[config.mk]
export PLATFORM = sky130hd
export DESIGN_NAME = router_reg
export DESIGN_NICKNAME = d
export VERILOG_FILES = /design/src/rtl/router_reg.sv
export SDC_FILE = /design/constraint.sdc
export NUM_CORES = 1
export LEC_CHECK = 0
export ABC_CLOCK_PERIOD_IN_PS = 2500
export CAP_MARGIN = 20
export CORE_MARGIN = 8
export CORE_UTILIZATION = 59
export DETAILED_ROUTE_END_ITERATION = 8
export PLACE_DENSITY_LB_ADDON = 0.1
export SLEW_MARGIN = 40
export SYNTH_ARGS = -nofsm -noshare
export SYNTH_HDL_FRONTEND = slang
export SYNTH_SLANG_ARGS = --single-unit
[constraint.sdc]
create_clock -name clock -period 2.5 [get_ports clock]
set_clock_uncertainty 0.15 [all_clocks]
set_input_delay 0.5 -clock clock [delete_from_list [all_inputs] [get_ports clock]]
set_output_delay 0.5 -clock clock [all_outputs]
set_load 0.02 [all_outputs]
[src/rtl/router_reg.sv]
// Router datapath register stage: header capture, full-FIFO byte buffering,
// XOR parity accumulation/check and payload length check, driven by FSM strobes.
module router_reg #(
  parameter int DW = 8
) (
  input  logic          clock,
  input  logic          resetn,
  input  logic          pkt_valid,
  input  logic [DW-1:0] data_in,
  input  logic          fifo_full,
  input  logic          detect_add,
  input  logic          lfd_state,
  input  logic          ld_state,
  input  logic          laf_state,
  input  logic          full_state,
  input  logic          rst_int_reg,
  output logic          parity_done,
  output logic          low_pkt_valid,
  output logic          err,
  output logic          len_err,
  output logic [DW-1:0] dout
);

  logic [DW-1:0] hdr_q, hdr_d;
  logic [DW-1:0] holdByte_q, holdByte_d;
  logic [DW-1:0] intPar_q, intPar_d;
  logic [DW-1:0] pktPar_q, pktPar_d;
  logic [DW-1:0] dout_q, dout_d;
  logic [DW-3:0] lenCnt_q, lenCnt_d;
  logic          lowPktValid_q, lowPktValid_d;
  logic          parityDone_q, parityDone_d;
  logic          err_q, err_d;
  logic          lenErr_q, lenErr_d;

  localparam logic [DW-3:0] LenOne = {{(DW-3){1'b0}}, 1'b1};

  // full_state needs no term of its own: every register simply holds there
  always_comb begin
    hdr_d         = hdr_q;
    dout_d        = dout_q;
    holdByte_d    = holdByte_q;
    intPar_d      = intPar_q;
    pktPar_d      = pktPar_q;
    lenCnt_d      = lenCnt_q;
    lowPktValid_d = lowPktValid_q;
    parityDone_d  = parityDone_q;
    err_d         = err_q;
    lenErr_d      = lenErr_q;

    if (detect_add && pkt_valid && (data_in[1:0] != 2'b11)) hdr_d = data_in;

    if (lfd_state)                    dout_d = hdr_q;
    else if (ld_state && !fifo_full)  dout_d = data_in;
    else if (laf_state)               dout_d = holdByte_q;

    if (ld_state && fifo_full) holdByte_d = data_in;

    if (lfd_state) begin
      intPar_d = hdr_q;
      pktPar_d = '0;
      lenCnt_d = '0;
    end else if (ld_state) begin
      if (pkt_valid) begin
        intPar_d = intPar_q ^ data_in;
        lenCnt_d = lenCnt_q + LenOne;
      end else begin
        pktPar_d = data_in;
      end
    end

    if (rst_int_reg)                   lowPktValid_d = 1'b0;
    else if (ld_state && !pkt_valid)   lowPktValid_d = 1'b1;

    // parity_done survives DECODE so the FSM can still see it after LOAD_AFTER_FULL
    if (lfd_state)
      parityDone_d = 1'b0;
    else if ((ld_state && !fifo_full && !pkt_valid) ||
             (laf_state && lowPktValid_q && !parityDone_q))
      parityDone_d = 1'b1;

    if (lfd_state) begin
      err_d    = 1'b0;
      lenErr_d = 1'b0;
    end else if (rst_int_reg) begin
      err_d    = (intPar_q != pktPar_q);
      lenErr_d = (lenCnt_q != hdr_q[DW-1:2]);
    end
  end

  always_ff @(posedge clock) begin
    if (!resetn) begin
      hdr_q         <= '0;
      dout_q        <= '0;
      holdByte_q    <= '0;
      intPar_q      <= '0;
      pktPar_q      <= '0;
      lenCnt_q      <= '0;
      lowPktValid_q <= 1'b0;
      parityDone_q  <= 1'b0;
      err_q         <= 1'b0;
      lenErr_q      <= 1'b0;
    end else begin
      hdr_q         <= hdr_d;
      dout_q        <= dout_d;
      holdByte_q    <= holdByte_d;
      intPar_q      <= intPar_d;
      pktPar_q      <= pktPar_d;
      lenCnt_q      <= lenCnt_d;
      lowPktValid_q <= lowPktValid_d;
      parityDone_q  <= parityDone_d;
      err_q         <= err_d;
      lenErr_q      <= lenErr_d;
    end
  end

  assign dout          = dout_q;
  assign parity_done   = parityDone_q;
  assign low_pkt_valid = lowPktValid_q;
  assign err           = err_q;
  assign len_err       = lenErr_q;

endmodule

* Word level (Yosys, flattened, before mapping)
Index checks and enable logic that the tools add are counted.
** Word-level totals
- Register bits after elaboration :: 50
- Input bits :: 18
- Word-level logic and storage cells :: 43
- Output and inout port bits :: 12
** Operators by class
- Reduce and logical (&&, ||, !) cells :: 20
- Muxes and demuxes :: 6
- Eq/ne operators :: 3
- Add/subtract/negate cells :: 1
- Bitwise gates (word level) :: 3
** Operators with widths (count)
- 2-to-1 mux 8 bit :: 6
- logical AND 1 bit :: 8
- != test 8 bit :: 1
- XOR 8 bit :: 1
- adder 6 x 1 -> 6 bit, second input constant :: 1
- != test 6 bit :: 1
- AND reduction 2 bit :: 3
- nonzero test 2 bit :: 2
- OR reduction 2 bit :: 2
- logical NOT 1 bit :: 3
- nonzero test 3 bit :: 1
- != test 2 bit, second input constant :: 1
- inverter 1 bit :: 2
- logical OR 1 bit :: 1

* Depth between registers and ports, before layout
Gate-level depths: netlist of run 1.
- Word-level depth :: 4
- Mapped depth :: 5
- Gate-level depth less buffers :: 4

* Worst setup path after synthesis of run 1
Ideal clock, no wire load.
- Path kind :: input port to flip-flop
- From :: input port ld_state
- To :: register dout_q[0], in the netlist dout[0]
- Arrival time :: 1.398 ns
- Path slack :: 0.834 ns
- Path buffers :: 2
- Library setup time :: 0.118 ns
- Required time :: 2.232 ns
- Cell stages on the path :: 5
- Path through :: nor2b_1 -> buf_6 -> or3_1 -> buf_2 -> o2111a_1
** On the way
- Cells in the longest elaborated chain, start to end :: 3
- Elaborated cells on any way between the ends :: 4
- Those cells by class :: mux (2); reduce/logical (2)
** Ends and longest elaborated chain
- start: declaration :: line 13 : input logic ld_state,
- logical AND 1 bit (*) :: line 53 : else if (ld_state && !fifo_full) dout_d = data_in;
- 2-to-1 mux 8 bit :: line 53
- 2-to-1 mux 8 bit :: line 52 : if (lfd_state) dout_d = hdr_q;
- end signal: assignment :: line 104 : dout_q <= dout_d;
- end: declaration :: line 28 : logic [DW-1:0] dout_q, dout_d;
Every way passes the cells marked *; elsewhere a longest branch is shown, timed or not.
A chain may end at the register's enable or synchronous reset.

* Worst setup path in the final report of run 1
- From :: register lowPktValid_q, in the netlist low_pkt_valid
- To :: output port low_pkt_valid
** RTL lines
- start: declaration :: line 30 : logic lowPktValid_q, lowPktValid_d;
- start signal: assignment :: line 109 : lowPktValid_q <= lowPktValid_d;
- end: declaration :: line 18 : output logic low_pkt_valid,
No word-level cell between the ends.

==> results.ini, run 1 <==
[status]
outcome = finished clean

[worst_setup_path]
cp_max_fo = 3
crit_path_end_kind = primary output
cpPeakStageDelay_ps = 630
cp.arrival_ps = 1340
start_kind = register
critical_path_class = register to primary output
cp_top_family = buffers and inverters
worst_path_max_delay_cell = clkdlybuf4s50_1
worstPathBufferInverterCount = 1
crit_required_ps = 1850
crit_chain = clkdlybuf4s50_1

[clocking]
clock_latency_ps = 310
cts_tree = built
cts_sinks = 50
clk_pin_slew_ps = 90
cts_max_level = 2
cts_resized = 0
numCtsBuffers = 5
cts_setup_buffers = 0
cts_root_buffer = clkbuf_8
cts_buffer_depth = 2
hold_buffers = 0

[grt]
grt_pass1_wl_um = 9990
grt_util_met3_pct = 4.28
met1_usage_pct = 26.5
grtUsageMet2_pct = 31.6
top_usage_layer = met2
grt_pass1_vias = 1938
grt.total_usage_pct = 20.1
grt.overflow.total = 0
grt_max_degree = 24
grt_antenna_before_repair = 0

[pwr]
ir_worst_vdd_uv = 333
p_leak_uw = 0.00108
p_per_area_nw_per_um2 = 566

[sta]
worst_pin_slew_ps = 385
setup_viol = 0
finalCritPeriodShare_pct = 79.6
hold_viol_final = 0
min_period_ps = 1990
slew_violations = 0
rsz0062_at_grt = false
fin_setup_tns_ps = 0
fin_ws_ps = 509
slew_headroom_pct = 74.3
fmaxAchievable_mhz = 502

[route]
wl_um = 5870
vias_per_cell = 5.86
ant_nets = 0
vias = 2035
drc = 0
drt-initial-drc-count = 85
wl_per_cell_um = 16.9
dr.pass1.iters = 5

[place]
port_buffers = 28
place_inst = 339
dp_hpwl_um = 4230
place_area_um2 = 2740
pre_cts_ws_ps = 236
gp_congestion = 0.859

[yosys]
syn-cell-area_um2 = 2370
syn_inst = 264
synthAdderAreaFrac_pct = 0.528
yosysWarningCount = 0
syn_nets = 283
synth_compound_area_share_pct = 20.8
synth_xor_area_share_pct = 8.87
synth_area_per_cell_um2 = 8.98
ys.flop_type = dfxtp_1
synth_cell_types = 37
synth_top_family_by_area = simple AND/OR/NAND/NOR gates
ys_seq_elements = 50
synth_enable_flop_cells = 0
async_flop_share_pct = 0
muxShareOfSynthArea_pct = 0
yosys.area_share.simple_pct = 23.5
ys_seq_area_share_pct = 42.2

[final_layout]
final_common_cell = dfxtp_1
post-route-util_pct = 71.8
layout-drive-gt1-share_pct = 9.43
fin_area_um2 = 2830
finalNetCount = 315
finalNonFillerCells = 347
antenna-diode-count = 0
syn2layout_area_growth_pct = 19.3
multi_input_area_um2 = 1270
layout_common_cells = dfxtp_1, nand2_1, clkdlybuf4s50_1
regArea_um2 = 1000
nFillCells = 316

[worst_hold_path]
hold_class = register to register

[die]
die_area_um2 = 6300
row_count = 23
core_area_um2 = 3940
die_w_um = 79.4
start_util_pct = 60.1
io_pins = 30
die_y_um = 79.4

[job]
maxCapViolCount = 0

[registers in the layout, indices dropped and copies added, names as in the netlist]
register       cells
dout               8
hdr_q              8
holdByte_q         8
intPar_q           8
pktPar_q           8
lenCnt_q           6
err                1
len_err            1
low_pkt_valid      1
parity_done        1
[layout make-up]
cell class                 count  area share, %
multi-input combinational    194           45.0
sequential                    50           35.4
timing repair buffer          43           13.9
clock buffer                   7           3.05
tap                           50           2.21
inverter                       2          0.265
clock inverter                 1          0.177
[where the power goes]
| group | internal (uW) | leakage [uW] | switching [uW] |
|---|---|---|---|
| combinational | 125 | 0.000627 | 135 |
| clock | 224 | 0.0000482 | 265 |
| sequential | 830 | 0.000409 | 23.7 |
[worst paths after layout]
kind / start / to / slack (ps) / depth (start not counted)
max: low_pkt_valid / low_pkt_valid / 510 / 1
min: holdByte_q[6] / holdByte_q[6] / 320 / 2
max reg2reg: lenCnt_q[0] / lenCnt_q[5] / 1050 / 3
min reg2reg: holdByte_q[6] / holdByte_q[6] / 320 / 2
[routing by layer]
layer / wire [um] / up-vias
li1: - / 1003
met1: 2650 / 979
met2: 2810 / 45
met3: 308 / 8
met4: 100 / 0
met5: 0 / -
[synthesized netlist by cell type, drive strengths merged, types with 10 or more instances]
cell     n  share of area, %
o21ai   10               2.1
a21boi  16               5.1
nand3   20               4.2
buf     10               2.4
nand2b  10               2.6
a21oi   12               2.5
nand2   31               4.9
dfxtp   50                42
nor2b   10               2.6
xnor2   16               5.9
[per-stage QoR]
| step | hold slack (ps) | power, uW |
|---|---|---|
| floorplan | 294 | 1020 |
| global route | 342 | 1670 |
| CTS | 321 | 1620 |
| detailed placement | 309 | 1130 |
| finish | 318 | 1600 |
| global placement | 300 | 1130 |
[cells by family after synthesis]
kind of cell | after synthesis
adder cells (fa/ha/maj) | 1
flip-flops | 50
AND/OR/NAND/NOR | 103
XOR/XNOR | 24
buffers and inverters | 20
AO/OA/AOI/OAI | 66
[worst min-delay path: cells and delay by family (launching register included)]
kind            cells  cell delay, ps
simple gates        1              50
compound gates      1              60
flops               1             320
Power figures use the tool's default switching activity.
==> run 2: changes to the inputs <==
ABC_CLOCK_PERIOD_IN_PS = 1810   (was 2500)
CORE_UTILIZATION = 49   (was 59)
clock period = 1.81 ns   (was 2.5 ns; I/O delays follow)
==> results.ini, run 2 (synthesized netlist as in run 1, its figures left out) <==
[sta]
setup_viol = 0  ; unchanged
slew_headroom_pct = 77.5  ; +3.2 points
rsz0062_at_grt = false
hold_viol_final = 0  ; unchanged
slew_violations = 0  ; unchanged
min_period_ps = 1770
worst_pin_slew_ps = 336  ; -48.2 ps
finalCritPeriodShare_pct = 97.7
fmaxAchievable_mhz = 565
worst_hold_slack_ps = 318  ; -0.354 ps

[final_layout]
antenna-diode-count = 0  ; unchanged
nFillCells = 416  ; +32%
fin_area_um2 = 3000  ; +6.0%
finalNetCount = 332  ; +5.4%
final_common_cell = dfxtp_1
layout-drive-gt1-share_pct = 14.3  ; +4.9 points
syn2layout_area_growth_pct = 26.4
layout_common_cells = dfxtp_1, nand2_1, buf_4

[clocking]
clock_latency_ps = 300  ; about the same
hold_buffers = 0  ; unchanged
cts_tree = built
cts_setup_buffers = 0  ; unchanged
cts_sinks = 50  ; unchanged
cts_buffer_depth = 2  ; unchanged
cts_resized = 1  ; +1
clk_pin_slew_ps = 90  ; about the same
cts_max_level = 2  ; unchanged
numCtsBuffers = 5  ; unchanged
cts_root_buffer = clkbuf_8

[worst_hold_path]
hold_class = register to register

[route]
wl_um = 6240  ; +6.3%
wl_per_cell_um = 17.0  ; +0.24%
vias_per_cell = 5.60  ; -4.6%
vias = 2059  ; +1.2%
ant_nets = 0  ; unchanged
dr.pass1.iters = 4  ; -1
drt-initial-drc-count = 114  ; +34%
drc = 0  ; unchanged

[worst_setup_path]
cp_max_fo = 2  ; -1
crit_required_ps = 1300  ; -550 ps
setup.worst_path.end = dout[7]
reg2reg_depth = 3  ; unchanged
crit_path_end_kind = primary output
reg2reg_slack_ps = 380  ; -670 ps
worst-path-stages = 1  ; unchanged
worstPathBufferInverterCount = 1  ; unchanged
r2r-end = lenCnt_q[5]
worst_path_max_delay_cell = clkdlybuf4s50_1
crit_chain = clkdlybuf4s50_1
start_kind = register
cp_top_family = buffers and inverters
r2r-start = lenCnt_q[0]
crit_start = dout[7]
cpPeakStageDelay_ps = 610  ; -20 ps
critical_path_class = register to primary output
cp.arrival_ps = 1260  ; -80 ps

[grt]
grt.total_usage_pct = 17.5  ; -2.6 points
grt_pass1_vias = 2003  ; +3.4%
grt_max_degree = 20  ; -17%
grt.overflow.total = 0  ; unchanged
grt_antenna_before_repair = 0  ; unchanged
grt_pass1_wl_um = 10100  ; +0.96%

[die]
row_count = 25  ; +8.7%
die_y_um = 85.6  ; +7.8%
start_util_pct = 50.5  ; -9.6 points
io_pins = 30  ; unchanged
core_area_um2 = 4690  ; +19%
die_w_um = 85.6  ; +7.8%
die_area_um2 = 7320  ; +16%

[pwr]
p_per_area_nw_per_um2 = 749  ; +32%
p_total_uw = 2250  ; +40%
ir_worst_vdd_uv = 380  ; +14%
p_leak_uw = 0.00125  ; +16%

[status]
outcome = finished clean

[place]
place_area_um2 = 2900  ; +5.8%
gp_congestion = 0.800  ; -6.8%
port_buffers = 28  ; unchanged
dp_hpwl_um = 4660  ; +10%

[job]
maxCapViolCount = 0  ; unchanged

==> run 2: cell count changes in the layout (fill, tap and decap cells not counted), sizes merged <==
cell / change
buf: +17
clkdlybuf4s50: -6
dlymetal6s2s: +5
dlygate4sd2: +1
==> run 2: how the worst min path moves through the flow <==
stage | startpoint | endpoint | slack, ps | cells past startpoint
floorplan | rst_int_reg | low_pkt_valid | 290 | 1
finish | holdByte_q[5] | holdByte_q[5] | 320 | 2
global route | holdByte_q[0] | holdByte_q[0] | 350 | 2
CTS | holdByte_q[7] | holdByte_q[7] | 320 | 2
detailed placement | holdByte_q[7] | holdByte_q[7] | 310 | 2
global placement | holdByte_q[6] | holdByte_q[6] | 300 | 2
==> run 2: cell type report <==
type / count / area [um^2] / area share, %
Multi-Input combinational cell: 194 / 1270 / 42.5
Inverter: 2 / 7.51 / 0.250
Sequential cell: 50 / 1000 / 33.4
Clock inverter: 1 / 5.00 / 0.167
Tap cell: 54 / 67.6 / 2.25
Clock buffer: 7 / 86.3 / 2.88
Timing Repair Buffer: 60 / 557 / 18.6
==> run 2: report_power, final <==
group | total (uW) | switching [uW] | internal (uW)
sequential | 1180 | 32.5 | 1150
combinational | 392 | 194 | 198
clock | 674 | 365 | 309
total | 2250 | 591 | 1650
==> run 2: per-stage QoR <==
| stage | worst slack (ps) | util (%) | instances | TNS (ps) |
|---|---|---|---|---|
| after floorplan | 282 | - | 264 | 0 |
| after global placement | -249 | 61.7 | 360 | -7110 |
| after detailed placement | -248 | 61.7 | 360 | -7140 |
| after CTS | 3.56 | 63.6 | 368 | 0 |
| after global routing | 0.0334 | 63.9 | 368 | 0 |
| final | 40.9 | 63.9 | 368 | 0 |
==> run 2: metal layers <==
layer | part of all wire (%) | vias to the layer above | GRT usage [%] | routed length (um)
met2 | 47 | 36 | 28.8 | 2930
met1 | 48 | 985 | 22.5 | 2990
met5 | 0 | - | 0 | 0
met4 | 1.0 | 0 | 3.98 | 65
met3 | 4.2 | 6 | 4.01 | 261
li1 | - | 1032 | - | -
==> run 3: changes to the inputs <==
CAP_MARGIN = not set   (was 20)
==> results of run 3 <==
Same layout as run 2: the final DEF is identical, and so are final timing and power.
==> edit 1: new RTL, config.mk and constraints of run 2 <==
Make the reset (`resetn`) asynchronous in one clocked block.
--- a/src/rtl/router_reg.sv
+++ b/src/rtl/router_reg.sv
@@ -87,7 +87,7 @@
     end
   end
 
-  always_ff @(posedge clock) begin
+  always_ff @(posedge clock or negedge resetn) begin
     if (!resetn) begin
       hdr_q         <= '0;
       dout_q        <= '0;
Behaviour: differs if resetn is asserted again (counterexample within 4 cycles, from zero or initial values and one cycle with resetn low); with resetn held inactive, the same outputs for 4 cycles.
==> edit 1 against run 2 <==
- die area decreased by 0.43%
- synthesized cell count shrank 17%
- worst setup slack gained 0.0060 ns
- sequential share of layout area increased by 7.9 points
- routed wire length shrank 13%
- via count is 11% lower
- count of clock-buffer cells in the layout fell by 2
- synthesized area decreased by 0.53%
- design area grew 1.0%
- total power is 14% higher
- sequential cell count unchanged
==> edit 1: results (changes against run 2) <==
outcome finished, final reports clean (unchanged); GR Layer Usage met2 0.2493 (was 0.2884); Synth area leaders dfrtp_1, mux2_2, xor2_1, a21oi_1, nand2_1 (was dfxtp_1, xnor2_1, nand2_1, a21boi_0, nand3_1); reg2reg start hdr_q[3]$_DFFE_PN0P_ (was lenCnt_q[0]$_SDFFE_PP0P_); # Post-CTS Setup Buffers 0 (unchanged); reg2reg path depth 3 (unchanged); Mapped Nets 239 (was 283); vias in the first global route 1,878 (was 2,003); Critical Path End dout[1] (was dout[7]); Layout Nets 296 (was 332); largest net degree at the start of global routing 51 (was 20); gr usage total 0.1573 (was 0.1750); Initial DRC Count 112 (was 114); Detail Placement HPWL 4.068 mm (was 4.662 mm); met1 capacity usage during global routing 0.2033 (was 0.2254); GPL Wtd Cong 0.8297 (was 0.8004); WP data arrival 1.25 ns; fillcell total 382 (was 416); layout cells sized above 1 0.2050 (was 0.1433); register area share after synthesis 0.5305 (was 0.4222); Async SR Flop Fraction 1.000 (was 0); first-pass GRT wire length 9.052 mm (was 10.09 mm); post-layout min period 1.763 ns (was 1.769 ns); worst slack, placed -0.1737 ns (was -0.2476 ns); RR Endpoint len_err$_DFFE_PN0P_ (was lenCnt_q[5]$_SDFFE_PP0P_); clock tree buffer depth 2 (unchanged); DP Area 2907 sq um (was 2895 sq um); clock tree root buffer cell clkbuf_8 (unchanged); register-to-register setup slack 0.47 ns (was 0.38 ns); vias per cell 5.491 (was 5.595); Post-synth top cells dfrtp_1, nand2_1, a21oi_1, nor2_1, xor2_1 (was dfxtp_1, nand2_1, nand3_1, xnor2_1, a21boi_0); static leakage 1.396 nW (was 1.253 nW); grt met3 use 0.03861 (was 0.04011); Avg WL per Cell 16.42 um (was 16.96 um); worst setup path startpoint dout[1]$_DFFE_PN0P_ (was dout[7]$_SDFFE_PN0P_); maximum VDD drop 0.4881 mV (was 0.3802 mV); H-tree Lvls 2 (unchanged); port buffer count 28 (unchanged); Psw 743.6 uW (was 591.1 uW); slew margin rel. 0.6822 (was 0.7752); post-synth cell types 28 (was 37)
==> edit 1: changes by cell type after synthesis, sizes merged, moves of 9 or more <==
cell,run 2,this run
dfrtp,0,50
dfxtp,50,0
a21boi,16,0
mux2,0,14
nor2,8,19
a21oi,12,21
nand2,31,22
nor2b,10,1
==> edit 1: power groups by stage <==
stage	combinational (mW)	sequential [mW]	clock, mW
finish	0.554	1.35	0.649
global placement	0.553	1.37	0
floorplan	0.267	1.39	0
CTS	0.563	1.35	0.664
global route	0.606	1.37	0.700
detailed placement	0.559	1.37	0
==> edit 1: routing by layer <==
metal	vias to the layer above	share of wire
met4	0	0.0077
met2	34	0.46
met3	4	0.050
met5	-	0
li1	893	-
met1	892	0.48
==> edit 1: cell families (layout without fill, tap and decap cells) <==
logic type,Yosys count,after routing,share of synthesized area
and+or+nand+nor,72,72,0.1517
xor gates and xnor gates,24,24,0.08912
buffers and inverters,13,71,0.02493
muxes,14,14,0.06684
AOI/OAI and AO/OA,46,46,0.1316
adders and majority gates,1,1,0.005304
DFF,50,50,0.5305
==> edit 1: cell type report <==
class	count	area [sq um]	share of cell area
Multi-Input combinational cell	157	1049	0.3463
Clock inverter	3	21.27	0.007025
Timing Repair Buffer	62	566.8	0.1872
Tap cell	54	67.56	0.02231
Clock buffer	5	68.82	0.02273
Sequential cell	50	1251	0.4132
Inverter	1	3.754	0.001240
==> edit 1: worst min path at each step <==
stage | startpoint | endpoint | slack (ns) | cells past startpoint
2_1_floorplan | resetn | dout[0]$_DFFE_PN0P_ | -0.08 | 0
3_3_place_gp | resetn | lenCnt_q[2]$_DFFE_PN0P_ | 0.22 | 2
3_5_place_dp | resetn | lenCnt_q[2]$_DFFE_PN0P_ | 0.22 | 2
4_1_cts | hdr_q[0]$_DFFE_PN0P_ | hdr_q[0]$_DFFE_PN0P_ | 0.35 | 1
5_1_grt | dout[1]$_DFFE_PN0P_ | dout[1]$_DFFE_PN0P_ | 0.36 | 1
6_report | hdr_q[0]$_DFFE_PN0P_ | hdr_q[0]$_DFFE_PN0P_ | 0.35 | 1
==> edit 1: worst reg2reg max path: cells and delay by family (launching register included) <==
family                    cells  cell delay, ns
xor gates and xnor gates      1            0.17
AOI/OAI and AO/OA             1            0.14
and+or+nand+nor               1            0.34
DFF                           1            0.42
==> edit 1: metrics by stage <==
step                instances  hold slack, ns
floorplan                 220        -0.08359
global placement          323          0.2221
detailed placement        323          0.2203
CTS                       332          0.3495
global route              332          0.3612
finish                    332          0.3456
==> edit 1: repair_timing <==
action,4_1_cts,5_1_grt
hold buffers,1,0
gates resized for setup,1,9
setup endpoints to repair,1,9
hold endpoints to repair,50,0
==> edit 2: new RTL, flow settings as in run 2 <==
Made on the original files. Change the parameter `DW` from 8 to 10.
--- a/src/rtl/router_reg.sv
+++ b/src/rtl/router_reg.sv
@@ -1,7 +1,7 @@
 // Router datapath register stage: header capture, full-FIFO byte buffering,
 // XOR parity accumulation/check and payload length check, driven by FSM strobes.
 module router_reg #(
-  parameter int DW = 8
+  parameter int DW = 10
 ) (
   input  logic          clock,
   input  logic          resetn,
Interface: changed (resized data_in and dout); port bits go from 30 to 34. The function was not compared with the original's and may differ.
==> edit 2 against run 2 <==
- fmax is 0.68% lower
- synthesized area is 20% higher
- worst setup slack worse by 0.012 ns
- total power is 36% higher
- utilization is 2.6 points higher
- synthesized cell count is 25% higher
- design area is 23% higher
- worst hold slack worse by 0.0025 ns
- routed wire length is 11% higher
- critical path depth stayed put
- sequential share of layout area is 0.32 points higher
- sequential cell count is 12 higher
- register-to-register slack better by 0.03 ns
- die area is 16% higher
- largest cell class unchanged
- largest power group unchanged
==> edit 2: results (changes against run 2) <==
port buffer count 32 (was 28); placed cells 451 (was 360); reg2reg path depth 4 (was 3); first-pass GRT wire length 11.70 mm (was 10.09 mm); gr usage total 0.1701 (was 0.1750); Num CTS Buffers 9 (was 5); CP max-delay cell clkdlybuf4s50_1 (unchanged); Total Wirelength 6.913 mm (was 6.241 mm); Post-synth top cells nand2_1, dfxtp_1, xnor2_1, nor2_1, a21oi_1 (was dfxtp_1, nand2_1, nand3_1, xnor2_1, a21boi_0); post-synth cell types 31 (was 37); static leakage 1.643 nW (was 1.253 nW); Post-Syn Instances 330 (was 264); H-tree Lvls 3 (was 2); Mapped Nets 351 (was 283); Synth area leaders dfxtp_1, nand2_1, xnor2_1, mux2i_1, a21oi_1 (was dfxtp_1, xnor2_1, nand2_1, a21boi_0, nand3_1); Worst-path clk slew 0.07 ns (was 0.09 ns); worst slack, placed -0.1617 ns (was -0.2476 ns); complex-gate fraction of the synthesized area 0.1539 (was 0.2084); Slew @ Worst Pin 0.3671 ns (was 0.3364 ns); outcome finished, final reports clean (unchanged); layout cells sized above 1 0.1269 (was 0.1433); post-synthesis adder-cell area fraction 0.004409 (was 0.005277); largest net degree at the start of global routing 18 (was 20); maximum VDD drop 0.5342 mV (was 0.3802 mV); DP Area 3476 sq um (was 2895 sq um); post-synth top area share 0.4374 (was 0.4222); Detail Placement HPWL 5.090 mm (was 4.662 mm); post-synthesis mux area share 0.03880 (was 0); Post-Layout Cell Count 466 (was 368); Initial DRC Count 117 (was 114)
## edit 2: changes by cell type after synthesis, sizes merged, moves of 8 or more
cell,before,now
inv,2,10
nand3,20,4
o211ai,8,0
a311o,0,10
xnor2,16,24
dfxtp,50,62
a21oi,12,20
nand3b,8,0
nand2,31,63
mux2i,0,11
nor2,8,23
o2111a,8,0
## edit 2: final cells by class
type,count,area [sq um]
fill,486,1858
multi-input combinational,239,1454
sequential,62,1241
timing repair buffer,68,673.1
clock buffer,15,186.4
tap,72,90.09
inverter,10,37.54
## edit 2: where the power goes
part           internal [mW]  total, mW  switching (mW)
Combinational          0.234      0.449           0.215
Clock                  0.642       1.15           0.508
Sequential              1.42       1.46          0.0426
Total                   2.30       3.06           0.766
## edit 2: logic make-up after synthesis
logic type	Yosys count
buffers and inverters	29
muxes	11
AOI/OAI and AO/OA	63
xor gates and xnor gates	35
DFF	62
adders and majority gates	1
and+or+nand+nor	129
## edit 2: worst paths after layout
| kind | from | endpoint | slack (ns) |
|---|---|---|---|
| min | holdByte_q[9]$_SDFFE_PN0P_ | holdByte_q[9]$_SDFFE_PN0P_ | 0.32 |
| min reg2reg | holdByte_q[9]$_SDFFE_PN0P_ | holdByte_q[9]$_SDFFE_PN0P_ | 0.32 |
| max | dout[5]$_SDFFE_PN0P_ | dout[5] | 0.03 |
| max reg2reg | hdr_q[5]$_SDFFE_PN0P_ | len_err$_SDFFE_PP0P_ | 0.41 |
## edit 2: metal layers
metal,up-vias,track usage,wire [um]
li1,1226,-,-
met1,1148,0.2246,3509
met5,-,0,0
met4,0,0.06040,75
met2,38,0.2628,3128
met3,7,0.04075,200
## edit 2: timing repair
| item | 4_1_cts | 5_1_grt |
|---|---|---|
| setup endpoints to repair | 2 | 9 |
| gates resized for setup | 2 | 9 |
| buffers inserted | 0 | 0 |
